$ cat config.mk
export PLATFORM = sky130hd
export DESIGN_NAME = demux1to4_reg
export DESIGN_NICKNAME = d
export VERILOG_FILES = /design/src/rtl/demux1to4_reg_pkg.sv /design/src/rtl/demux1to4_reg_chan_reg.sv /design/src/rtl/demux1to4_reg.sv
export SDC_FILE = /design/constraint.sdc
export NUM_CORES = 1
export LEC_CHECK = 0
export ABC_CLOCK_PERIOD_IN_PS = 1500
export CORE_ASPECT_RATIO = 1.1
export CORE_MARGIN = 2
export CORE_UTILIZATION = 44
export CTS_BUF_LIST = sky130_fd_sc_hd__clkbuf_4
export CTS_CLUSTER_SIZE = 14
export DETAILED_ROUTE_END_ITERATION = 8
export GPL_TIMING_DRIVEN = 1
export PLACE_DENSITY_LB_ADDON = 0.2
export SLEW_MARGIN = 10
export SYNTH_ARGS = -nofsm -noshare
export SYNTH_HDL_FRONTEND = slang
export SYNTH_SLANG_ARGS = --single-unit
$ cat constraint.sdc
create_clock -name clk -period 1.5 [get_ports clk]
set_input_delay 0.3 -clock clk [delete_from_list [all_inputs] [get_ports clk]]
set_output_delay 0.3 -clock clk [all_outputs]
set_load 0.02 [all_outputs]
$ cat src/rtl/demux1to4_reg_pkg.sv
// Shared constants for the registered 1-to-4 demultiplexer.
package demux1to4_reg_pkg;

  localparam int unsigned NUM_CH = 4;
  localparam int unsigned SEL_W  = 2;

  localparam logic [SEL_W-1:0] CH0 = 2'd0;
  localparam logic [SEL_W-1:0] CH1 = 2'd1;
  localparam logic [SEL_W-1:0] CH2 = 2'd2;
  localparam logic [SEL_W-1:0] CH3 = 2'd3;

  function automatic logic [NUM_CH-1:0] dest_onehot(input logic [SEL_W-1:0] dest);
    return NUM_CH'(1) << dest;
  endfunction

endpackage

$ cat src/rtl/demux1to4_reg_chan_reg.sv
// One-entry holding register with valid/ready handshake and accepted-beat counter.
module demux_chan_reg #(
  parameter int unsigned DW    = 8,
  parameter int unsigned CNT_W = 8
) (
  input  logic             i_clk,
  input  logic             i_rst,
  input  logic             i_load,
  input  logic [DW-1:0]    i_data,
  input  logic             i_ready,
  output logic             o_valid,
  output logic [DW-1:0]    o_data,
  output logic [CNT_W-1:0] o_cnt,
  output logic             o_free
);

  logic             r_valid;
  logic [DW-1:0]    r_data;
  logic [CNT_W-1:0] r_cnt;

  // A load always wins over a drain, so simultaneous drain+fill stays FULL.
  always_ff @(posedge i_clk) begin
    if (i_rst) begin
      r_valid <= 1'b0;
      r_data  <= '0;
      r_cnt   <= '0;
    end else if (i_load) begin
      r_valid <= 1'b1;
      r_data  <= i_data;
      r_cnt   <= r_cnt + 1'b1;
    end else if (r_valid && i_ready) begin
      r_valid <= 1'b0;
    end
  end

  assign o_valid = r_valid;
  assign o_data  = r_data;
  assign o_cnt   = r_cnt;
  assign o_free  = !r_valid || i_ready;

endmodule

$ cat src/rtl/demux1to4_reg.sv
// Registered 1-to-4 demultiplexer; define DEMUX_ROUND_ROBIN_EN to route by an
// internal round-robin pointer instead of sel.
module demux1to4_reg
  import demux1to4_reg_pkg::*;
#(
  parameter int unsigned DW    = 8,
  parameter int unsigned CNT_W = 8
) (
  input  logic                  clk,
  input  logic                  rst,
  input  logic                  in_valid,
  output logic                  in_ready,
  input  logic [DW-1:0]         in_data,
  input  logic [SEL_W-1:0]      sel,
  output logic [NUM_CH-1:0]     out_valid,
  input  logic [NUM_CH-1:0]     out_ready,
  output logic [NUM_CH*DW-1:0]  out_data,
  output logic [NUM_CH*CNT_W-1:0] beat_cnt
);

  logic [SEL_W-1:0]  w_dest;
  logic [NUM_CH-1:0] w_free;
  logic [NUM_CH-1:0] w_load;
  logic              w_accept;

`ifdef DEMUX_ROUND_ROBIN_EN
  logic [SEL_W-1:0] r_ptr;

  // Pointer advances only on accept; a stalled target is never skipped.
  always_ff @(posedge clk) begin
    if (rst) begin
      r_ptr <= CH0;
    end else if (w_accept) begin
      r_ptr <= r_ptr + 1'b1;
    end
  end

  assign w_dest = r_ptr;
`else
  assign w_dest = sel;
`endif

  assign in_ready = !rst && w_free[w_dest];
  assign w_accept = in_valid && in_ready;
  assign w_load   = {NUM_CH{w_accept}} & dest_onehot(w_dest);

  for (genvar k = 0; k < NUM_CH; k++) begin : g_ch
    demux_chan_reg #(
      .DW    (DW),
      .CNT_W (CNT_W)
    ) u_chan (
      .i_clk   (clk),
      .i_rst   (rst),
      .i_load  (w_load[k]),
      .i_data  (in_data),
      .i_ready (out_ready[k]),
      .o_valid (out_valid[k]),
      .o_data  (out_data[k*DW +: DW]),
      .o_cnt   (beat_cnt[k*CNT_W +: CNT_W]),
      .o_free  (w_free[k])
    );
  end

endmodule

==> qor.csv, run 1 <==
stage;metric;value;unit
synthesis;synth-main-ff-cell;dfxtp_1;
synthesis;synth_edf_count;0;
synthesis;yosys.area_share.simple;26.9;%
synthesis;synth_compound_area_share;9.89;%
route;vias;2871;
setup_path;endpoint;in_ready;
synthesis;synth-adder-area-share;1.77;%
cts;hold_buffers;0;
setup_path;crit_path_end_kind;output pin;
synthesis;synth_area_leaders;dfxtp_1 48%, nand2_1 7.9%, a21oi_1 6.9%;
floorplan;start_util;45.8;%
place;io_buffers;85;
final_layout;multi_input_area;0.00152;mm²
cts;htreeDepth;3;
floorplan;core_area;0.00619;mm²
global_routing;grt_pass1_vias;2773;
floorplan;die_h;88.2;µm
worst_hold_path;hold_path.class;in2reg;
setup_path;startpoint_type;flip-flop;
synthesis;async_flop_share;0;%
route;drt-initial-drc-count;150;
pwr;power.density;778;mW/mm²
cts;clk_latency;390;ps
setup_path;path_cells;nor2b_4, a311oi_2, a21boi_2, buf_4;
pwr;p_total;0.00331;W
pwr;leakagePower;1.81;nW
route;postRouteAntennaNets;0;
cts;cts-root-buf;clkbuf_4;
synthesis;yosysWarnings;0;
route;wl;8.28;mm
synthesis;syn_area;0.00283;mm²
synthesis;synth_mux_area_share;3.97;%
final_layout;fill_cells;559;
timing;finalClockSkew;15.8;ps
synthesis;syn_area_per_cell;8.69;µm²
timing;min_period;1790;ps
setup_path;timing.rr.start;g_ch[3].u_chan.o_valid;
setup_path;critPathKind;reg2out;
synthesis;seq_area_frac_synth;48.0;%
setup_path;cp_slowest_cell;dfxtp_2;
synthesis;ys_seq_elements;68;
final_layout;areaGrowthSynthToFinish;50.1;%
cts;cts_buffers;9;
final_layout;fin_util;68.7;%
setup_path;ff2ff_setup_slack;-90;ps
synthesis;syn_nets;347;
timing;setup_violations;5;
worst_hold_path;holdCritStartpoint;rst;
timing;fin_crit_sh;120;%
timing;slew_viol_final;0;
job;drv_cap;0;
setup_path;arrival;1490;ps
setup_path;startpoint;g_ch[2].u_chan.o_valid;
floorplan;num_rows;30;
place;gp_congestion;0.831;
timing;slew_headroom;75.1;%
synthesis;syn_inst;326;
timing;rsz0062_at_grt;yes;
route;routedWlPerCell;15.6;µm
final_layout;drive_gt1_share;24.1;%
setup_path;r2r-end;g_ch[3].u_chan.o_cnt[7];
global_routing;grt_pass1_wl;12.7;mm
cts;clk_pin_slew;120;ps
timing;worst_slew_pin_slew;373;ps
outcome;violations;setup timing;
global_routing;grt_max_degree;33;
global_routing;track_usage;23.2;%
cts;cts_tree;done;
synthesis;synth.distinct_cells;37;
route;via_per_inst;5.40;
pwr;peakVddDrop;0.000583;V
setup_path;rr_worst_depth;5;
setup_path;required;1200;ps
place;placed_cells;507;
route;drc;0;
place;hpwl;5.51;mm
timing;fmax;557;MHz
synthesis;synth_xor_area_share;5.25;%
global_routing;antenna_found_initial;0;
outcome;status;complete, but fails checks;
synthesis;synth_top_family_by_area;simple AND/OR/NAND/NOR gates;
final_layout;final_nets;469;
timing;hold_viol_final;0;
floorplan;ios;86;
synthesis;synth_largest_area_cell;dfxtp_1;
synthesis;synth_top_area_share;48.0;%
global_routing;grt_overflow_total;0;
timing;fin_ws;-294;ps
cts;cts.sinks;68;
final_layout;ff_latch_area;0.00138;mm²
route;firstDrtPassIters;4;
floorplan;dieArea;0.00710;mm²
setup_path;cp_max_fo;2;
floorplan;die-width;80.5;µm
setup_path;critPathMaxStageDelay;340;ps
final_layout;antennaDiodeCount;0;
place;pre_cts_ws;-928;ps
cts;clockBufferDepth;2;
final_layout;final_cells;532;
==> power by group <==
| group | leakage [nW] | total, W | switching (W) | internal [W] |
|---|---|---|---|---|
| Clock | 0.0706 | 0.00113 | 0.000641 | 0.000486 |
| Sequential | 0.555 | 0.00185 | 0.0000188 | 0.00183 |
| Combinational | 1.19 | 0.000337 | 0.000188 | 0.000148 |
==> through the flow <==
step | hold slack, ps | setup TNS (ps) | cell area, µm²
3_3_place_gp | 441 | -35470 | 3990
4_1_cts | 301 | -368 | 4130
3_5_place_dp | 449 | -35810 | 3990
5_1_grt | 341 | -644 | 4250
2_1_floorplan | 436 | -55.5 | 2860
6_report | 338 | -417 | 4250
==> area by class of cell <==
type                    instances  area share [%]
clock buffers                   9            1.59
clock inverters                 6            1.32
inverters                       3           0.265
multi-input cells             236            35.6
flip-flops and latches         68            32.4
well taps                      80            2.35
repair buffers                130            26.4
==> logic make-up (layout without fill, tap and decap cells) <==
kind of cell               after synthesis  in the layout
DFF                                     68             68
muxes                                   11             11
AOI/OAI and AO/OA                       52             52
and+or+nand+nor                        152            152
buffers and inverters                   22            148
adders and majority gates                4              4
xor gates and xnor gates                17             17
==> routing by layer <==
layer | track usage, % | share of wire, %
met1 | 27.5 | 42
met4 | 8.32 | 1.6
met3 | 6.80 | 6.1
met5 | 0 | 0
met2 | 39.9 | 50
==> worst min-delay path by stage <==
stage | to | slack, ps | depth (start not counted)
CTS | g_ch[3].u_chan.o_cnt[3] | 300 | 3
finish | g_ch[3].u_chan.o_cnt[3] | 340 | 3
global route | g_ch[3].u_chan.o_cnt[0] | 340 | 3
global placement | g_ch[0].u_chan.o_data[1] | 440 | 2
floorplan | g_ch[0].u_chan.o_data[0] | 440 | 2
detailed placement | g_ch[2].u_chan.o_data[4] | 450 | 2
==> Yosys cell counts (6+ instances only) <==
master	n
dfxtp_1	68
nand4_1	13
xnor2_1	12
mux2i_1	9
nand2_1	60
nor2_1	29
nand3_1	8
clkbuf_1	8
a21oi_1	39
and3_1	6
or4_1	6
==> state kept, by name, summed over array words and instances (netlist names) <==
signal,flops
g_ch.u_chan.o_cnt,32
g_ch.u_chan.o_data,32
g_ch.u_chan.o_valid,4
==> timing repair <==
item | CTS | global route
pin swaps | 8 | 8
endpoints found under the setup margin | 132 | 32
buffers inserted | 7 | 6
resized for setup | 103 | 39
==> cells in the final DEF (no fill, tap or decap), drive strengths merged, types with 2 or more instances in the layout <==
cell type,count
xnor2,12
nand2,61
clkdlybuf4s15,9
mux2i,9
nor4,3
or4,6
and3,6
mux2,2
ha,4
clkinv,5
clkdlybuf4s50,10
inv,3
nand2b,4
a21oi,39
nand3,10
nor2b,5
clkbuf,15
xor2,5
nor2,29
or3,5
nand4,13
o31ai,5
dfxtp,68
buf,47
nor3,3
o21ai,5
nor4b,2
dlygate4sd2,58
==> worst max-delay path, delay by kind of cell, from the launching register on <==
family / cells / cell delay, ps
flops: 1 / 340
compound gates: 2 / 490
simple gates: 1 / 130
buf+inv: 1 / 150
Note: power is estimated with default switching activity, not from simulation.
==> inputs of run 2 (changes only) <==
ABC_AREA = 0   (was not set)
SLEW_MARGIN = 20   (was 10)
==> results of run 2 <==
Same layout as run 1: the final DEF is identical, and so are final timing and power.
